$ cat src/rtl/regfile_pkg.sv
// regfile_pkg
// Shared constants for the CPU register file and its write-enable decoder.
// Optional feature (see regfile.sv): REGFILE_BYPASS_EN.
package regfile_pkg;

  localparam int REG_WIDTH  = 32;
  localparam int REG_ADDR_W = 5;
  localparam int NUM_REGS   = 32;

endpackage : regfile_pkg

$ cat src/rtl/regfile_decoder1to32.sv
// decoder1to32
// Turns a write address plus enable into a one-hot write-enable vector.
// Ports:
//   addr_i  [ADDR_W-1:0]     register address
//   en_i                     global write enable (gates every output bit)
//   we_o    [2**ADDR_W-1:0]  one-hot enables; all zero when en_i is low
module decoder1to32
  import regfile_pkg::*;
#(
  parameter int ADDR_W = REG_ADDR_W
) (
  input  logic [ADDR_W-1:0]      addr_i,
  input  logic                   en_i,
  output logic [(1<<ADDR_W)-1:0] we_o
);

  always_comb begin
    we_o = '0;
    if (en_i) begin
      we_o[addr_i] = 1'b1;
    end
  end

endmodule : decoder1to32

$ cat src/rtl/regfile.sv
// regfile
// 32 x 32-bit CPU register file: two combinational read ports, one
// synchronous write port, r0 hardwired to zero. Synchronous active-high reset
// clears r1..r31 and wins over a simultaneous write.
// Optional feature: define REGFILE_BYPASS_EN to forward WriteData to a read
// port addressing the register being written in the same cycle.
// Ports:
//   clk, reset                      clock, synchronous active-high reset
//   ReadRegister1/2 [ADDR_W-1:0]    read addresses
//   ReadData1/2     [WIDTH-1:0]     read data (combinational)
//   WriteRegister   [ADDR_W-1:0]    write address
//   WriteData       [WIDTH-1:0]     write data
//   RegWrite                        write enable
module regfile
  import regfile_pkg::*;
#(
  parameter int WIDTH  = REG_WIDTH,
  parameter int ADDR_W = REG_ADDR_W
) (
  input  logic              clk,
  input  logic              reset,
  output logic [WIDTH-1:0]  ReadData1,
  output logic [WIDTH-1:0]  ReadData2,
  input  logic [WIDTH-1:0]  WriteData,
  input  logic [ADDR_W-1:0] ReadRegister1,
  input  logic [ADDR_W-1:0] ReadRegister2,
  input  logic [ADDR_W-1:0] WriteRegister,
  input  logic              RegWrite
);

  localparam int NREG = 1 << ADDR_W;

  logic [NREG-1:0]  we_vec;
  logic [WIDTH-1:0] rf [NREG];
  logic             unused_we0;

  decoder1to32 #(
    .ADDR_W (ADDR_W)
  ) u_dec (
    .addr_i (WriteRegister),
    .en_i   (RegWrite),
    .we_o   (we_vec)
  );

  // r0 has no storage, so its enable bit is intentionally dropped.
  assign unused_we0 = we_vec[0];
  assign rf[0]      = '0;

  for (genvar i = 1; i < NREG; i++) begin : g_reg
    logic [WIDTH-1:0] data_q;
    logic [WIDTH-1:0] data_d;

    assign data_d = we_vec[i] ? WriteData : data_q;

    always_ff @(posedge clk) begin
      if (reset) begin
        data_q <= '0;
      end else begin
        data_q <= data_d;
      end
    end

    assign rf[i] = data_q;
  end

  logic [WIDTH-1:0] rd1_arr;
  logic [WIDTH-1:0] rd2_arr;

  // rf[0] is constant zero, so plain indexing already covers r0.
  assign rd1_arr = rf[ReadRegister1];
  assign rd2_arr = rf[ReadRegister2];

`ifdef REGFILE_BYPASS_EN
  logic wr_live;
  logic fwd1;
  logic fwd2;

  // A write that will actually land this edge; r0 and reset edges never forward.
  assign wr_live = RegWrite && !reset && (WriteRegister != '0);
  assign fwd1    = wr_live && (ReadRegister1 == WriteRegister);
  assign fwd2    = wr_live && (ReadRegister2 == WriteRegister);

  assign ReadData1 = fwd1 ? WriteData : rd1_arr;
  assign ReadData2 = fwd2 ? WriteData : rd2_arr;
`else
  assign ReadData1 = rd1_arr;
  assign ReadData2 = rd2_arr;
`endif

endmodule : regfile

$ cat config.mk
export PLATFORM = sky130hd
export DESIGN_NAME = regfile
export DESIGN_NICKNAME = d
export VERILOG_FILES = /design/src/rtl/regfile_pkg.sv /design/src/rtl/regfile_decoder1to32.sv /design/src/rtl/regfile.sv
export SDC_FILE = /design/constraint.sdc
export NUM_CORES = 2
export LEC_CHECK = 0
export CAP_MARGIN = 20
export CELL_PAD_IN_SITES_DETAIL_PLACEMENT = 1
export CELL_PAD_IN_SITES_GLOBAL_PLACEMENT = 1
export CORE_ASPECT_RATIO = 0.9
export CORE_MARGIN = 3
export CORE_UTILIZATION = 30
export DETAILED_ROUTE_END_ITERATION = 6
export PLACE_DENSITY = 0.6
export SLEW_MARGIN = 40
export SYNTH_ARGS = -nofsm -noshare
export SYNTH_HDL_FRONTEND = slang
export SYNTH_SLANG_ARGS = --single-unit
export TNS_END_PERCENT = 10
$ cat constraint.sdc
create_clock -name clk -period 5.45 [get_ports clk]
set_input_delay 1.09 -clock clk [delete_from_list [all_inputs] [get_ports clk]]
set_output_delay 1.09 -clock clk [all_outputs]
set_load 0.02 [all_outputs]
Word level (Yosys, flattened, before mapping)
Cells that the tools add are included.
Widths: inputs -> output; s select.

operators by class
  mux-type cells = 9
  bitwise operators = 2
  order comparisons = 4
  reduce and logical (&&, ||, !) cells = 1

operators by type and width
  cell                count
  $bmux 32 s5         2
  $mux 32             5
  $ge 6x6->1 const B  2
  $not 5->6           2
  $lt 5x6->1 const B  1
  $demux 1 s5         1
  $ge 5x1->1 const B  1
  $logic_and 1x1->1   1
  $mux 1              1

storage, ports and cells
  output and inout bits = 64
  logic and storage cells = 47
  register bits = 992
  input port bits = 50

Depth between registers and ports, before layout
  depth after elaboration = 5
  gate-level depth with buffers = 9

By module
From an unflattened synthesis, not the netlist that was laid out.

unflattened totals
  cells, all modules = 5,475
  area total of the unflattened synthesis = 52,191.3 um^2

by module, submodules not included
  module        instances  sequential area each (um^2)  cells an instance  area an instance (um^2)
  regfile       1          19,859.0                     5,428              51,961.1
  decoder1to32  1          0.0                          47                 230.2

Worst setup path after synthesis
OpenSTA, ideal clock, no wires.

  path type = input to output
  start point = in ReadRegister1[1]
  end point = out ReadData1[10]
  stages on the path = 7
  data required time = 4.360 ns
  arrival = 2.572 ns
  path slack = 1.788 ns
  cells stage by stage = buf_2 clkbuf_1 mux2_2 a221oi_1 nor3_1 a31oi_1 nand3_1

between the ends
  longest elaborated chain between the ends = 4

ends and longest elaborated chain
  item                                        RTL line       RTL
  start: declaration                          regfile.sv:25  input logic [ADDR_W-1:0] ReadRegister1,
  $not 5->6 (not written as such)             regfile.sv:70  assign rd1_arr = rf[ReadRegister1];
  $bmux 32 s5                                 regfile.sv:70
  $mux 32 (not written as such) (2 in a row)  regfile.sv:70
  end: declaration                            regfile.sv:22  output logic [WIDTH-1:0] ReadData1,

Every way passes these cells. The select of a mux whose other input is x is not followed.

Worst setup path in the final report
  start point = in ReadRegister2[4]
  end point = out ReadData2[29]

between the ends
  longest elaborated chain between the ends = 4

ends and longest elaborated chain
  item                                        RTL line       RTL
  start: declaration                          regfile.sv:26  input logic [ADDR_W-1:0] ReadRegister2,
  $not 5->6 (not written as such)             regfile.sv:71  assign rd2_arr = rf[ReadRegister2];
  $bmux 32 s5                                 regfile.sv:71
  $mux 32 (not written as such) (2 in a row)  regfile.sv:71
  end: declaration                            regfile.sv:23  output logic [WIDTH-1:0] ReadData2,

Every way passes these cells. The select of a mux whose other input is x is not followed.

==> results.md <==
* Outcome: finished, final reports clean
* Die boundary width at 441.7 µm
* Vias at 49,790
* Critical path, cell by cell: clkdlybuf4s50_1 -> or2_2 -> buf_12 -> nor3_1 -> a31oi_1 -> nand3_1 -> clkdlybuf4s50_1
* Global-route wire length before repair at 349,900 µm
* Initial antenna violation count at 5
* Clock sink count at 992
* Worst Hold Launch: g_reg[1].data_q[4]
* FMAX at 189.5 MHz
* Fin crit period at 5.277 ns
* Largest net degree at the start of global routing at 142
* Final setup margin at 0.1727 ns
* Clock Skews at 0 ns
* CP Class: in2out
* Synthesized Nets at 6,631
* Post-route ant nets at 0
* Routed len/inst at 27.46 µm
* Peak supply drop at 0.0002682 V
* DRC errors left at 0
* Hold Buf Count CTS at 0
* Critical path endpoint category: primary output
* Leak at 20.86 nW
* Setup crit start kind: input pin
* CTS resizes at 0
* Worst path max stage delay at 0.67 ns
* Worst Reg-to-Reg Cells at 2
* Post-DP HPWL at 146,400 µm
* GRT overflow at 0
* Setup TNS at 0 ns
* Worst Hold Depth at 2
* Cell family with most CP delay: buffers and inverters
* Global route hottest layer: met2
* RSZ-0062 raised after global routing: false
* Mapped cell area at 51,240 µm²
* Met1 Usage GRT at 0.3594
* Top flop regs: g.data_q: 992 flops
* WP data arrival at 4.19 ns
* Number of global-route vias before repair at 49,760
* CTS Buf Count at 117
* Worst slew pin tran at 0.8698 ns
* DR pass1 iterations at 5
* Area growth, synth to finish at 15.38%
* Nets at 6,469
* Met2 Use GR at 0.4209
* #FFs+latches synth at 992
* WP data required at 4.36 ns
* Largest Register: g.data_q
* Layout cell share with drive strength beyond 1 at 0.1065
* H-tree depth at 3
* DIE AREA at 175,800 µm²
* I/O Pins at 114
* Initial core utilization at 0.3028
* GRT Util Overall at 0.2643
* Core area at 169,300 µm²
* Reg-to-Reg End: g_reg[26].data_q[31]
* Cell count after synthesis at 6,581
* Total setup buffers inserted after CTS at 0
* Via/cell ratio at 5.680
* Synthesized area per cell at 7.787 µm²
* Final setup viols at 0
* Seq/Total Area, Yosys at 0.3875
* Post-route insts no fill at 8,765
* Final Wtd Congestion at 0.8853
* CTS root buf: clkbuf_16
* # port buffers at 113
* Yosys Warn Count at 0
* RR Startpoint: g_reg[26].data_q[31]
* Reg2reg setup slack at 4.70 ns
* Final count of hold timing violations at 0
* Skew-Pair Late Insertion Delay at 0.73 ns
* Max-cap violations at 0
* Worst-case clock buffer depth at 3
* Slowest CP cell: clkdlybuf4s50_1
* Hold endpoint: g_reg[1].data_q[4]
* Synth cell types at 32
* CP max FO at 21
* M3 GR Usage at 0.03381
* Routed wire length at 240,700 µm
* Reg area at 19,860 µm²
* Dpl cells at 8,546
* Final period util at 0.9683
* Site row count at 143
* CTS tree: done
* Area occupied by multi-input gates at 28,870 µm²
* Max-Slew Margin vs Limit at 0.4188
* Buffers & Inverters on Critical Path at 3
* Clk pin slew, worst setup/hold paths at 0.06 ns
* Chip height at 398.1 µm
* Max reg flops at 992
* Most used cell, CP: clkdlybuf4s50_1
* Layout fillers at 20,180
* Final Max Slew Viols at 0
* Hold Path Class: reg2reg
* Pwr/cell area at 301.0 nW/µm²
* Placement Setup Slack at 0.2701 ns
* DRT iter0 DRCs at 4,336
metal layers:
metal  routed length [µm]  vias up
met1               107800    25420
met3                14510      434
met4                10420        6
li1                     -    22300
met5                   34        -
met2               107900     1633
synthesized netlist by cell type:
master | count | area share
nand2_1 | 2148 | 0.16
a21oi_1 | 1120 | 0.11
dfxtp_1 | 992 | 0.39
mux2i_1 | 768 | 0.15
clkbuf_1 | 409 | 0.030
a22oi_1 | 256 | 0.038
nand3_1 | 194 | 0.019
buf_2 | 185 | 0.018
nor2b_1 | 72 | 0.0088
nor3_1 | 65 | 0.0063
a221oi_1 | 64 | 0.011
a31oi_1 | 64 | 0.0078
mux2_2 | 64 | 0.014
mux4_2 | 64 | 0.028
buf_4 | 42 | 0.0062
nor2_2 | 15 | 0.0018
buf_1 | 14 | 0.0010
nor2_1 | 11 | 0.00081
nor2_4 | 7 | 0.0015
and2_1 | 5 | 0.00061
and3b_1 | 3 | 0.00051
nand3b_1 | 3 | 0.00044
or2_2 | 3 | 0.00037
and3_1 | 2 | 0.00024
nand2b_1 | 2 | 0.00024
nor3b_1 | 2 | 0.00029
or3b_2 | 2 | 0.00034
and2_0 | 1 | 0.00012
clkbuf_2 | 1 | 0.000098
nor3b_2 | 1 | 0.00024
or2_1 | 1 | 0.00012
or3b_1 | 1 | 0.00017
power by group:
| part | internal [W] | total (W) | switching, W |
|---|---|---|---|
| registers | 0.00731 | 0.00735 | 0.0000413 |
| logic | 0.000608 | 0.00199 | 0.00138 |
| clock network | 0.00506 | 0.00846 | 0.00341 |
per-stage QoR:
stage,utilization,hold WS (ns),area [µm²],total power [W]
4_1_cts,0.3491,0.4687,59090,0.01788
6_report,0.3493,0.4675,59120,0.01780
3_3_place_gp,0.3246,0.4495,54950,0.009440
2_1_floorplan,-,0.4424,51240,0.008567
3_5_place_dp,0.3248,0.4572,54980,0.009453
5_1_grt,0.3493,0.4821,59120,0.01828
final cells by class:
type,count,area share
multi-input combinational,4938,0.4882
sequential,992,0.3359
clock buffer,183,0.06127
timing repair buffer,370,0.05883
tap,2247,0.04755
clock inverter,34,0.008169
antenna,1,0.00004233
cell usage in the layout, fill, tap and decap left out, types with 3 or more instances in the layout:
| master | Yosys | routed |
|---|---|---|
| or2_2 | 3 | 3 |
| clkbuf_1 | 409 | 27 |
| and2_1 | 5 | 4 |
| nand3_1 | 194 | 194 |
| nand2_4 | 0 | 7 |
| a221oi_1 | 64 | 64 |
| clkbuf_16 | 0 | 122 |
| mux4_2 | 64 | 64 |
| a22oi_1 | 256 | 256 |
| nor3_1 | 65 | 65 |
| bufinv_16 | 0 | 11 |
| a31oi_1 | 64 | 64 |
| clkinv_2 | 0 | 17 |
| clkdlybuf4s50_1 | 0 | 70 |
| a21oi_1 | 1120 | 1120 |
| nand3b_1 | 3 | 3 |
| buf_8 | 0 | 3 |
| nor2b_4 | 0 | 8 |
| and3b_1 | 3 | 3 |
| clkbuf_8 | 0 | 34 |
| nor2_4 | 7 | 30 |
| nand2_1 | 2148 | 2121 |
| buf_12 | 0 | 39 |
| nand2_2 | 0 | 20 |
| mux2_2 | 64 | 64 |
| mux2i_1 | 768 | 768 |
| clkinvlp_4 | 0 | 3 |
| buf_4 | 42 | 255 |
| nor2b_1 | 72 | 64 |
| dfxtp_1 | 992 | 992 |
worst reg2reg max path, stage by stage, from the launching register on:
cell	delay, ns
dfxtp_1	0.44
nand2_1	0.08
a21oi_1	0.16
cell families (layout without fill, tap and decap cells):
family	count (synthesis)	after routing	share of synthesized area
AOI/OAI and AO/OA	1504	1504	0.1656
buffers and inverters	651	587	0.05530
DFF	992	992	0.3875
muxes	896	896	0.1922
other	0	1	0
and+or+nand+nor	2538	2538	0.1993
worst max-delay path by stage:
stage / startpoint / end / slack [ns] / cells past startpoint
floorplan: ReadRegister1[1] / ReadData1[10] / 1.79 / 7
global placement: ReadRegister2[4] / ReadData2[29] / 0.19 / 7
detailed placement: ReadRegister2[4] / ReadData2[29] / 0.27 / 7
CTS: ReadRegister2[4] / ReadData2[29] / 0.26 / 7
global route: ReadRegister2[4] / ReadData2[29] / 0.07 / 7
finish: ReadRegister2[4] / ReadData2[29] / 0.17 / 7
Note: power is estimated with default switching activity, not from simulation.
